<file path="src/rtl/wb_write_arbiter_pkg.sv">
// wb_pkg: shared widths, the queue entry layout and the arbitration select
// encoding for the register-file write arbiter.
package wb_pkg;

  localparam int unsigned REG_ADDR_W = 5;
  localparam int unsigned DATA_W     = 32;
  localparam logic [REG_ADDR_W-1:0] ZERO_REG = 5'd0;

  typedef struct packed {
    logic                  live;
    logic [REG_ADDR_W-1:0] addr;
    logic [DATA_W-1:0]     data;
  } wb_entry_t;

  // Source loaded into the output register on a given edge.
  typedef enum logic [1:0] {
    SEL_NONE,
    SEL_PIPE,
    SEL_QUEUE
  } wb_sel_e;

endpackage

</file>
<file path="src/rtl/wb_write_arbiter_if.sv">
// wb_write_arbiter_if: valid/ready handshake carrying long-latency results
// (multiply/divide, delayed loads) into the write arbiter's queue.
//   lq_valid  producer -> arbiter  result valid
//   lq_ready  arbiter  -> producer queue can accept
//   lq_addr   producer -> arbiter  destination register
//   lq_data   producer -> arbiter  result data
// Modports: master = producing unit, slave = arbiter.
interface wb_write_arbiter_if;
  import wb_pkg::*;

  logic                  lq_valid;
  logic                  lq_ready;
  logic [REG_ADDR_W-1:0] lq_addr;
  logic [DATA_W-1:0]     lq_data;

  modport master (output lq_valid, output lq_addr, output lq_data, input lq_ready);
  modport slave  (input lq_valid, input lq_addr, input lq_data, output lq_ready);

endinterface

</file>
<file path="src/rtl/wb_write_arbiter_queue.sv">
// wb_queue: in-order circular buffer of {live, addr, data} write entries.
// Ports:
//   clk, reset          clock, asynchronous active-high reset
//   push, pushEntry     store pushEntry at the tail (caller guarantees !full)
//   pop                 retire the head (caller guarantees !empty)
//   squashValid/Addr    mark every live entry with this addr dead
//   lookupAddr1/2       match1/2 = some live entry holds this addr
//   full, empty, head   occupancy flags and the current head entry
module wb_queue
  import wb_pkg::*;
#(
  parameter int unsigned DEPTH = 4
) (
  input  logic                  clk,
  input  logic                  reset,
  input  logic                  push,
  input  wb_entry_t             pushEntry,
  input  logic                  pop,
  input  logic                  squashValid,
  input  logic [REG_ADDR_W-1:0] squashAddr,
  input  logic [REG_ADDR_W-1:0] lookupAddr1,
  input  logic [REG_ADDR_W-1:0] lookupAddr2,
  output logic                  full,
  output logic                  empty,
  output wb_entry_t             head,
  output logic                  match1,
  output logic                  match2
);

  localparam int unsigned PTR_W = $clog2(DEPTH);
  localparam logic [PTR_W:0] FULL_COUNT = (PTR_W+1)'(DEPTH);

  wb_entry_t        mem [DEPTH];
  logic [PTR_W-1:0] rdPtr;
  logic [PTR_W-1:0] wrPtr;
  logic [PTR_W:0]   count;

  assign full  = (count == FULL_COUNT);
  assign empty = (count == '0);
  assign head  = mem[rdPtr];

  // Popped slots are cleared to dead so unoccupied slots never match;
  // this lets the lookups and the squash scan every slot unconditionally.
  always_ff @(posedge clk or posedge reset) begin
    if (reset) begin
      rdPtr <= '0;
      wrPtr <= '0;
      count <= '0;
      for (int unsigned i = 0; i < DEPTH; i++) begin
        mem[i] <= '0;
      end
    end else begin
      if (squashValid) begin
        for (int unsigned i = 0; i < DEPTH; i++) begin
          if (mem[i].addr == squashAddr) begin
            mem[i].live <= 1'b0;
          end
        end
      end
      if (pop) begin
        mem[rdPtr].live <= 1'b0;
        rdPtr           <= rdPtr + PTR_W'(1);
      end
      if (push) begin
        mem[wrPtr] <= pushEntry;
        wrPtr      <= wrPtr + PTR_W'(1);
      end
      case ({push, pop})
        2'b10:   count <= count + (PTR_W+1)'(1);
        2'b01:   count <= count - (PTR_W+1)'(1);
        default: ;
      endcase
    end
  end

  always_comb begin
    match1 = 1'b0;
    match2 = 1'b0;
    for (int unsigned i = 0; i < DEPTH; i++) begin
      if (mem[i].live && (mem[i].addr == lookupAddr1)) match1 = 1'b1;
      if (mem[i].live && (mem[i].addr == lookupAddr2)) match2 = 1'b1;
    end
  end

endmodule

</file>
<file path="src/rtl/wb_write_arbiter.sv">
// wb_write_arbiter: single-write-port initiator for the 32x32 register file.
// The writeback stage has fixed priority; long-latency results wait in an
// in-order queue (wb_queue). A pending-write scoreboard drives busy1/busy2.
// Ports:
//   clk, reset                      clock, asynchronous active-high reset
//   pipe_we/pipe_addr/pipe_data     writeback-stage write, always accepted
//   lq (wb_write_arbiter_if.slave)  long-latency result handshake
//   RegWrite/WriteAddr/WriteData    registered register-file write port
//   ReadAddr1/2, rf_data1/2         decode read addresses, raw RF data
//   ReadData1/2                     read data seen by decode
//   busy1/busy2                     addressed register has a pending write
// Build option: define WB_BYPASS_EN to forward the output register onto
// ReadDataN instead of reporting it as busy.
module wb_write_arbiter
  import wb_pkg::*;
#(
  parameter int unsigned DEPTH = 4
) (
  input  logic                  clk,
  input  logic                  reset,
  input  logic                  pipe_we,
  input  logic [REG_ADDR_W-1:0] pipe_addr,
  input  logic [DATA_W-1:0]     pipe_data,
  wb_write_arbiter_if.slave     lq,
  output logic                  RegWrite,
  output logic [REG_ADDR_W-1:0] WriteAddr,
  output logic [DATA_W-1:0]     WriteData,
  input  logic [REG_ADDR_W-1:0] ReadAddr1,
  input  logic [REG_ADDR_W-1:0] ReadAddr2,
  input  logic [DATA_W-1:0]     rf_data1,
  input  logic [DATA_W-1:0]     rf_data2,
  output logic [DATA_W-1:0]     ReadData1,
  output logic [DATA_W-1:0]     ReadData2,
  output logic                  busy1,
  output logic                  busy2
);

  logic      pipeWrite;
  logic      qPush;
  logic      qPop;
  logic      qFull;
  logic      qEmpty;
  logic      qMatch1;
  logic      qMatch2;
  wb_entry_t qHead;
  wb_entry_t pushEntry;
  wb_sel_e   sel;
  logic      outHit1;
  logic      outHit2;

  assign pipeWrite = pipe_we && (pipe_addr != ZERO_REG);

  assign lq.lq_ready = !qFull && !reset;

  // Writes to r0 are accepted on the handshake but never stored.
  assign qPush = lq.lq_valid && lq.lq_ready && (lq.lq_addr != ZERO_REG);

  // A same-cycle pipe write to the same register is younger: store dead.
  assign pushEntry = '{live: !(pipeWrite && (pipe_addr == lq.lq_addr)),
                       addr: lq.lq_addr,
                       data: lq.lq_data};

  always_comb begin
    sel = SEL_NONE;
    if (pipeWrite) begin
      sel = SEL_PIPE;
    end else if (!qEmpty && qHead.live) begin
      sel = SEL_QUEUE;
    end
  end

  // Dead heads drain every cycle, independent of pipe activity.
  assign qPop = !qEmpty && (!qHead.live || (sel == SEL_QUEUE));

  wb_queue #(.DEPTH(DEPTH)) queue (
    .clk         (clk),
    .reset       (reset),
    .push        (qPush),
    .pushEntry   (pushEntry),
    .pop         (qPop),
    .squashValid (pipeWrite),
    .squashAddr  (pipe_addr),
    .lookupAddr1 (ReadAddr1),
    .lookupAddr2 (ReadAddr2),
    .full        (qFull),
    .empty       (qEmpty),
    .head        (qHead),
    .match1      (qMatch1),
    .match2      (qMatch2)
  );

  always_ff @(posedge clk or posedge reset) begin
    if (reset) begin
      RegWrite  <= 1'b0;
      WriteAddr <= '0;
      WriteData <= '0;
    end else begin
      case (sel)
        SEL_PIPE: begin
          RegWrite  <= 1'b1;
          WriteAddr <= pipe_addr;
          WriteData <= pipe_data;
        end
        SEL_QUEUE: begin
          RegWrite  <= 1'b1;
          WriteAddr <= qHead.addr;
          WriteData <= qHead.data;
        end
        default: RegWrite <= 1'b0;
      endcase
    end
  end

  assign outHit1 = RegWrite && (WriteAddr == ReadAddr1) && (ReadAddr1 != ZERO_REG);
  assign outHit2 = RegWrite && (WriteAddr == ReadAddr2) && (ReadAddr2 != ZERO_REG);

`ifdef WB_BYPASS_EN
  assign ReadData1 = outHit1 ? WriteData : rf_data1;
  assign ReadData2 = outHit2 ? WriteData : rf_data2;
  assign busy1     = qMatch1 && (ReadAddr1 != ZERO_REG);
  assign busy2     = qMatch2 && (ReadAddr2 != ZERO_REG);
`else
  assign ReadData1 = rf_data1;
  assign ReadData2 = rf_data2;
  assign busy1     = (qMatch1 && (ReadAddr1 != ZERO_REG)) || outHit1;
  assign busy2     = (qMatch2 && (ReadAddr2 != ZERO_REG)) || outHit2;
`endif

endmodule

</file>
<file path="src/flat_wrapper.sv">
// flat-port wrapper written by rule: the top's interface ports become plain ports
module wb_write_arbiter_flat import wb_pkg::*;
#(
  parameter int unsigned DEPTH = 4
)
  (clk, reset, pipe_we, pipe_addr, pipe_data, RegWrite, WriteAddr, WriteData, ReadAddr1, ReadAddr2, rf_data1, rf_data2, ReadData1, ReadData2, busy1, busy2, lq_lq_valid, lq_lq_addr, lq_lq_data, lq_lq_ready);
  wb_write_arbiter_if lq_i ();
  input  logic clk;
  input  logic reset;
  input  logic pipe_we;
  input  logic [REG_ADDR_W-1:0] pipe_addr;
  input  logic [DATA_W-1:0] pipe_data;
  output logic RegWrite;
  output logic [REG_ADDR_W-1:0] WriteAddr;
  output logic [DATA_W-1:0] WriteData;
  input  logic [REG_ADDR_W-1:0] ReadAddr1;
  input  logic [REG_ADDR_W-1:0] ReadAddr2;
  input  logic [DATA_W-1:0] rf_data1;
  input  logic [DATA_W-1:0] rf_data2;
  output logic [DATA_W-1:0] ReadData1;
  output logic [DATA_W-1:0] ReadData2;
  output logic busy1;
  output logic busy2;
  input wire logic [$bits(lq_i.lq_valid)-1:0] lq_lq_valid;
  input wire logic [$bits(lq_i.lq_addr)-1:0] lq_lq_addr;
  input wire logic [$bits(lq_i.lq_data)-1:0] lq_lq_data;
  output wire logic [$bits(lq_i.lq_ready)-1:0] lq_lq_ready;
  assign lq_i.lq_valid = lq_lq_valid;
  assign lq_i.lq_addr = lq_lq_addr;
  assign lq_i.lq_data = lq_lq_data;
  assign lq_lq_ready = lq_i.lq_ready;
  wb_write_arbiter #(.DEPTH(DEPTH)) u_core (.clk(clk), .reset(reset), .pipe_we(pipe_we), .pipe_addr(pipe_addr), .pipe_data(pipe_data), .lq(lq_i), .RegWrite(RegWrite), .WriteAddr(WriteAddr), .WriteData(WriteData), .ReadAddr1(ReadAddr1), .ReadAddr2(ReadAddr2), .rf_data1(rf_data1), .rf_data2(rf_data2), .ReadData1(ReadData1), .ReadData2(ReadData2), .busy1(busy1), .busy2(busy2));
endmodule
</file>
<file path="config.mk">
export PLATFORM = sky130hd
export DESIGN_NAME = wb_write_arbiter_flat
export DESIGN_NICKNAME = d
export VERILOG_FILES = /design/src/rtl/wb_write_arbiter_pkg.sv /design/src/rtl/wb_write_arbiter_if.sv /design/src/rtl/wb_write_arbiter_queue.sv /design/src/rtl/wb_write_arbiter.sv /design/src/flat_wrapper.sv
export SDC_FILE = /design/constraint.sdc
export NUM_CORES = 1
export LEC_CHECK = 0
export CORE_ASPECT_RATIO = 0.8
export CORE_MARGIN = 2
export CORE_UTILIZATION = 45
export DETAILED_ROUTE_END_ITERATION = 10
export GPL_ROUTABILITY_DRIVEN = 0
export PLACE_DENSITY = 0.76
export SYNTH_ARGS = -nofsm -noshare
export SYNTH_HDL_FRONTEND = slang
export SYNTH_SLANG_ARGS = --single-unit
</file>
<file path="constraint.sdc">
create_clock -name clk -period 7.75 [get_ports clk]
set_input_delay 1.1625 -clock clk [delete_from_list [all_inputs] [get_ports clk]]
set_output_delay 1.1625 -clock clk [all_outputs]
set_load 0.01 [all_outputs]
</file>
==> results of run 1 <==
==> placed cells by master, fill, tap and decap left out, types with 13 or more instances in the layout <==
| cell type | count |
|---|---|
| clkbuf_16 | 17 |
| clkdlybuf4s50_1 | 128 |
| dfrtp_1 | 195 |
| mux2_2 | 149 |
| mux2i_1 | 37 |
| mux4_2 | 38 |
| nand2_1 | 46 |
| nand3_1 | 13 |
| o21ai_0 | 40 |
| xnor2_1 | 25 |
| xor2_1 | 55 |
==> cell families after synthesis <==
family                   count (synthesis)
XOR/XNOR                                80
AND/OR/NAND/NOR                         95
AO/OA/AOI/OAI                           49
buffers and inverters                  122
flip-flops                             197
adder cells (fa/ha/maj)                 10
multiplexers                           224
==> critical path, cell delays in order <==
cell and delay [ns]:
clkdlybuf4s50_1 0.57, xor2_1 0.22, nor4_1 0.33, nand3_1 0.12, nand3_1 0.10, o22a_1 0.15
clkdlybuf4s50_1 0.53
==> final timing paths <==
| check | end | cells after the start | from |
|---|---|---|---|
| hold reg to reg | u_core.queue.count[2]$_DFFE_PP0P_ | 1 | u_core.queue.count[2]$_DFFE_PP0P_ |
| hold / removal | u_core.queue.count[2]$_DFFE_PP0P_ | 1 | u_core.queue.count[2]$_DFFE_PP0P_ |
| min in group asynchronous | u_core.WriteData[8]$_DFFE_PP0P_ | 2 | reset |
| setup / recovery | busy1 | 7 | ReadAddr1[3] |
| setup reg to reg | u_core.WriteData[28]$_DFFE_PP0P_ | 6 | u_core.queue.rdPtr[1]$_DFFE_PP0N_ |
| max in group asynchronous | u_core.queue.rdPtr[0]$_DFFE_PP0N_ | 3 | reset |
==> synth_stat cells (2+ instances only) <==
master	count
a41o_1	4
buf_1	2
buf_12	7
buf_2	9
buf_4	74
buf_6	2
clkbuf_1	21
dfrtp_1	197
ha_1	9
inv_1	6
mux2_2	149
mux2i_1	37
mux4_2	38
nand2_1	46
nand2_4	4
nand3_1	13
nand4_1	4
nor2_1	5
nor3_1	5
nor4_1	11
o21ai_0	40
o22a_1	2
or4_1	4
xnor2_1	25
xor2_1	55
==> registers in the layout, indices dropped and copies added, names as in the netlist <==
signal	cells
u_core.queue.mem	152
u_core.WriteData	32
u_core.WriteAddr	5
u_core.queue.count	3
u_core.queue.rdPtr	2
u_core.queue.wrPtr	2
u_core.RegWrite	1
==> metal layers <==
metal | vias up | share of wire | track usage | wire length [µm]
li1 | 2754 | - | - | -
met3 | 43 | 0.062 | 0.0492 | 1410
met1 | 3128 | 0.46 | 0.272 | 10400
met2 | 216 | 0.45 | 0.289 | 10200
met5 | - | 0 | 0 | 0
met4 | 0 | 0.019 | 0.0651 | 438
==> stage by stage <==
stage	instance area [µm²]	setup slack [ns]
2_1_floorplan	10300	0.605
3_3_place_gp	11200	3.46
3_5_place_dp	11200	3.42
4_1_cts	11800	3.42
5_1_grt	11800	3.29
6_report	11800	3.40
==> layout make-up <==
cell class,instances,area [µm²],share of cell area
repair buffers,134,1330,0.112
well taps,306,383,0.0324
clock inverters,10,165,0.0140
flip-flops and latches,197,4930,0.417
inverters,6,30.0,0.00254
clock buffers,22,474,0.0401
multi-input cells,458,4510,0.381
==> power groups by stage <==
| stage | Sequential [mW] | Combinational, mW | Clock [mW] |
|---|---|---|---|
| CTS | 1.87 | 1.87 | 0.983 |
| floorplan | 1.80 | 1.43 | 0 |
| detailed placement | 1.89 | 1.86 | 0 |
| global placement | 1.87 | 1.80 | 0 |
| global route | 1.94 | 2.00 | 1.03 |
| finish | 1.88 | 1.84 | 0.961 |
==> results.json, run 1 <==
{
  "status": "finished, final reports clean",
  "core_area_um2": 22500,
  "drt-total-wl_um": 22500,
  "p_seq_frac": 0.402,
  "hold_viol": 0,
  "ant_nets": 0,
  "synth_cells": 777,
  "port_buffers": 128,
  "p_per_area_nw_per_um2": 396,
  "synth-compound-area-share": 0.0284,
  "fin_cells": 1133,
  "synthAdderAreaFrac": 0.0129,
  "synth_top_family_by_area": "multiplexers",
  "maxSlewHeadroom": 0.352,
  "r2r_slack_ns": 4.73,
  "crit_path_start_kind": "input port",
  "worstSkewPairLatency_ns": 0.43,
  "yosys_register_bits": 197,
  "utilization": 0.525,
  "cts_resized": 0,
  "syn_to_final_growth_pct": 14.5,
  "drt_iter0_markers": 484,
  "fin_crit_sh": 0.561,
  "cts_setup_buffers": 0,
  "fill_cells": 1893,
  "clk_pin_slew_ns": 0.07,
  "cts_buffers": 17,
  "p_clk_frac": 0.205,
  "clockBufferDepth": 2,
  "cts.sinks": 197,
  "muxShareOfSynthArea": 0.281,
  "rsz0062_at_grt": "false",
  "dp_hpwl_um": 14400,
  "start_util": 0.459,
  "required_ns": 6.59,
  "synth_cell_type_count": 33,
  "fmax_ghz": 0.230,
  "avgRoutedWirePerCell_um": 19.9,
  "synth_top_area_cell": "dfrtp_1",
  "drive_gt1_frac": 0.283,
  "die_area_um2": 24200,
  "fin_hold_ws_ns": 0.487,
  "synth_nets": 939,
  "p_int_mw": 3.18,
  "antenna_found_initial": 0,
  "hp-class": "reg2reg",
  "async_flop_share": 1.00,
  "synth-xor-area-share": 0.0679,
  "tightest_slew_ns": 0.972,
  "via_per_inst": 5.42,
  "arrival_ns": 3.18,
  "synthesis.area_um2": 10300,
  "ctsHoldBuffers": 0,
  "synth_edf_count": 0,
  "core.rowCount": 49,
  "yosysWarnings": 0,
  "cts_max_level": 4,
  "ys_seq_area_frac": 0.478,
  "die_height_um": 139,
  "grt_usage": 0.192,
  "grt_max_degree": 74,
  "layout_min_cycle_time_ns": 4.35,
  "cp-end-kind": "output pin",
  "vias": 6141,
  "grt_pass1_vias": 6306,
  "max-cap-violations": 0,
  "power.share.switching": 0.320,
  "drv_slew": 0,
  "power.switching_mw": 1.50,
  "synth_area_leaders": "dfrtp_1 (48%), mux2_2 (16%), mux4_2 (8.3%)",
  "syn_avg_cell_area_um2": 13.3,
  "die_x_um": 173,
  "grt_pass1_wl_um": 36200,
  "setup_violations": 0,
  "ioPinCount": 257,
  "crit_type": "in2out",
  "path_max_fanout": 6,
  "worst_clock_skew_ns": 0.0137,
  "grt_overflow": 0,
  "clk_root_buffer_cell": "clkbuf_16",
  "drtPass1Iterations": 4,
  "synthDominantCellAreaShare": 0.478,
  "cts_tree": "built",
  "finalSetupTns_ns": 0,
  "p_leak_nw": 5.19,
  "post_synth_and_or_nand_nor_area_fraction": 0.0457,
  "nets": 976,
  "drc": 0,
  "diodes": 0,
  "p_comb_frac": 0.392,
  "synthFlopType": "dfrtp_1",
  "p_total_mw": 4.68,
  "peakVddDrop_v": 0.000201,
  "post-place-cells": 1101
}
Note: power is estimated with default switching activity, not from simulation.
==> run 2, diff against run 1 <==
==> constraint.sdc (replaced) <==
create_clock -name clk -period 4.2 [get_ports clk]
set_input_delay 0.63 -clock clk [delete_from_list [all_inputs] [get_ports clk]]
set_output_delay 0.63 -clock clk [all_outputs]
set_load 0.01 [all_outputs]
==> results.json, run 2 (synthesis results as in run 1) <==
{
  "crit_type": "in2out",
  "arrival_ns": 2.67,
  "port_buffers": 128,
  "p_leak_nw": 5.93,
  "dp_hpwl_um": 15100,
  "core_area_um2": 22500,
  "crit_path_start_kind": "input port",
  "via_per_inst": 5.38,
  "cts_buffers": 17,
  "m1WireLength_um": 11200,
  "grt_max_degree": 198,
  "path_buf_inv": 2,
  "drtPass1Iterations": 5,
  "p_per_area_nw_per_um2": 726,
  "worst_clock_skew_ns": 0.0152,
  "antenna_found_initial": 0,
  "setup_violations": 0,
  "fin_crit_sh": 0.785,
  "rsz0062_at_grt": "false",
  "grt_usage": 0.201,
  "drt-total-wl_um": 23300,
  "peakVddDrop_v": 0.000369,
  "slowest_stage": "clkdlybuf4s50_1",
  "cts.sinks": 197,
  "path_cells": "clkdlybuf4s50_1 > xor2_1 > nor4_1 > nand3_1 > nand3_1 > o22a_1 > clkdlybuf4s50_1",
  "die_area_um2": 24200,
  "cp-end-kind": "output pin",
  "fill_cells": 1846,
  "die_x_um": 173,
  "drive_gt1_frac": 0.294,
  "vias": 6125,
  "worstSkewPairLatency_ns": 0.45,
  "die_height_um": 139,
  "regMostFlops": "u_core.queue.mem",
  "start_util": 0.459,
  "core.rowCount": 49,
  "tightest_slew_ns": 1.05,
  "top_regs": "u_core.queue.mem (152), u_core.WriteData (32), u_core.WriteAddr (5)",
  "met3_length_um": 1430,
  "nets": 982,
  "route.met2.wl_um": 10300,
  "r2r_slack_ns": 1.62,
  "startpoint": "ReadAddr1[3]",
  "status": "finished, final reports clean",
  "clk_pin_slew_ns": 0.06,
  "required_ns": 3.57,
  "path_max_fanout": 6,
  "place_area_um2": 11900,
  "drc": 0,
  "hold_viol": 0,
  "design_area_um2": 12400,
  "max-cap-violations": 0,
  "critPathTopFamily": "buffers and inverters",
  "largest_reg_flops": 152,
  "finalSetupTns_ns": 0,
  "layout_common_cells": "dfrtp_1 (195), mux2_4 (148), clkdlybuf4s50_1 (128)",
  "cts_resized": 0,
  "rr_endpoint": "u_core.WriteData[4]$_DFFE_PP0P_",
  "clockBufferDepth": 2,
  "grt_pass1_vias": 6589,
  "fmax_ghz": 0.303,
  "ant_nets": 0,
  "grt_pass1_wl_um": 37900,
  "syn_to_final_growth_pct": 20.2,
  "diodes": 0,
  "hp-class": "reg2reg",
  "cts_tree": "built",
  "cp_num_cells": 7,
  "clk_root_buffer_cell": "clkbuf_16",
  "final_common_cell": "dfrtp_1",
  "maxSlewHeadroom": 0.301,
  "layout_min_cycle_time_ns": 3.30,
  "worstReg2RegStart": "u_core.queue.mem[151]$_DFF_PP0_",
  "highest_layer": "met4",
  "ioPinCount": 257,
  "endpoint": "busy1",
  "reg2regPathDepth": 5,
  "drv_slew": 0,
  "cts_setup_buffers": 0,
  "ctsHoldBuffers": 0,
  "slowest_delay_ns": 0.58,
  "grt_overflow": 0,
  "drt_iter0_markers": 394,
  "cts_max_level": 4,
  "avgRoutedWirePerCell_um": 20.4
}
[run 2: cell types whose count changed in the layout (fill, tap and decap cells not counted), sizes merged]
cell and delta:
bufinv -4, inv -3, clkinvlp +3, clkbuf -1
clkinv +5, buf +6
[run 2: report_power, final]
| part | switching (mW) | internal [mW] | total, mW |
|---|---|---|---|
| sequential | 0.742 | 2.80 | 3.54 |
| clock | 0.735 | 0.790 | 1.53 |
| combinational | 1.44 | 2.49 | 3.94 |
[run 2: cell type report]
type	instances	area, µm²	share of cell area
Sequential cell	197	4930	0.398
Clock buffer	21	460	0.0371
Inverter	6	28.8	0.00232
Tap cell	306	383	0.0309
Clock inverter	11	78.8	0.00636
Timing Repair Buffer	140	1430	0.116
Multi-Input combinational cell	458	5080	0.410
[run 2: per-stage QoR]
| stage | power, mW | hold WS [ns] | worst slack (ns) | cells | util |
|---|---|---|---|---|---|
| finish | 9.01 | 0.488 | 0.903 | 1139 | 0.551 |
| detailed placement | 7.50 | 0.477 | 0.797 | 1107 | 0.527 |
| global route | 9.55 | 0.502 | 0.799 | 1139 | 0.551 |
| CTS | 9.07 | 0.490 | 0.903 | 1139 | 0.551 |
| floorplan | 6.50 | 0.457 | -0.833 | 777 | - |
| global placement | 7.38 | 0.475 | 0.812 | 1107 | 0.527 |
[run 2: how the worst min path moves through the flow]
stage | start | end | slack, ns | depth (start not counted)
floorplan | u_core.queue.count[2]$_DFFE_PP0P_ | u_core.queue.count[2]$_DFFE_PP0P_ | 0.46 | 1
global placement | u_core.queue.count[2]$_DFFE_PP0P_ | u_core.queue.count[2]$_DFFE_PP0P_ | 0.48 | 1
detailed placement | u_core.queue.count[2]$_DFFE_PP0P_ | u_core.queue.count[2]$_DFFE_PP0P_ | 0.48 | 1
CTS | u_core.queue.count[2]$_DFFE_PP0P_ | u_core.queue.count[2]$_DFFE_PP0P_ | 0.49 | 1
global route | u_core.queue.count[2]$_DFFE_PP0P_ | u_core.queue.count[2]$_DFFE_PP0P_ | 0.50 | 1
finish | u_core.queue.count[2]$_DFFE_PP0P_ | u_core.queue.count[2]$_DFFE_PP0P_ | 0.49 | 1
[run 2: per-layer routing]
metal | vias up | GRT usage
met5 | - | 0
met4 | 0 | 0.0562
met3 | 35 | 0.0541
met2 | 204 | 0.306
met1 | 3125 | 0.284
li1 | 2761 | -
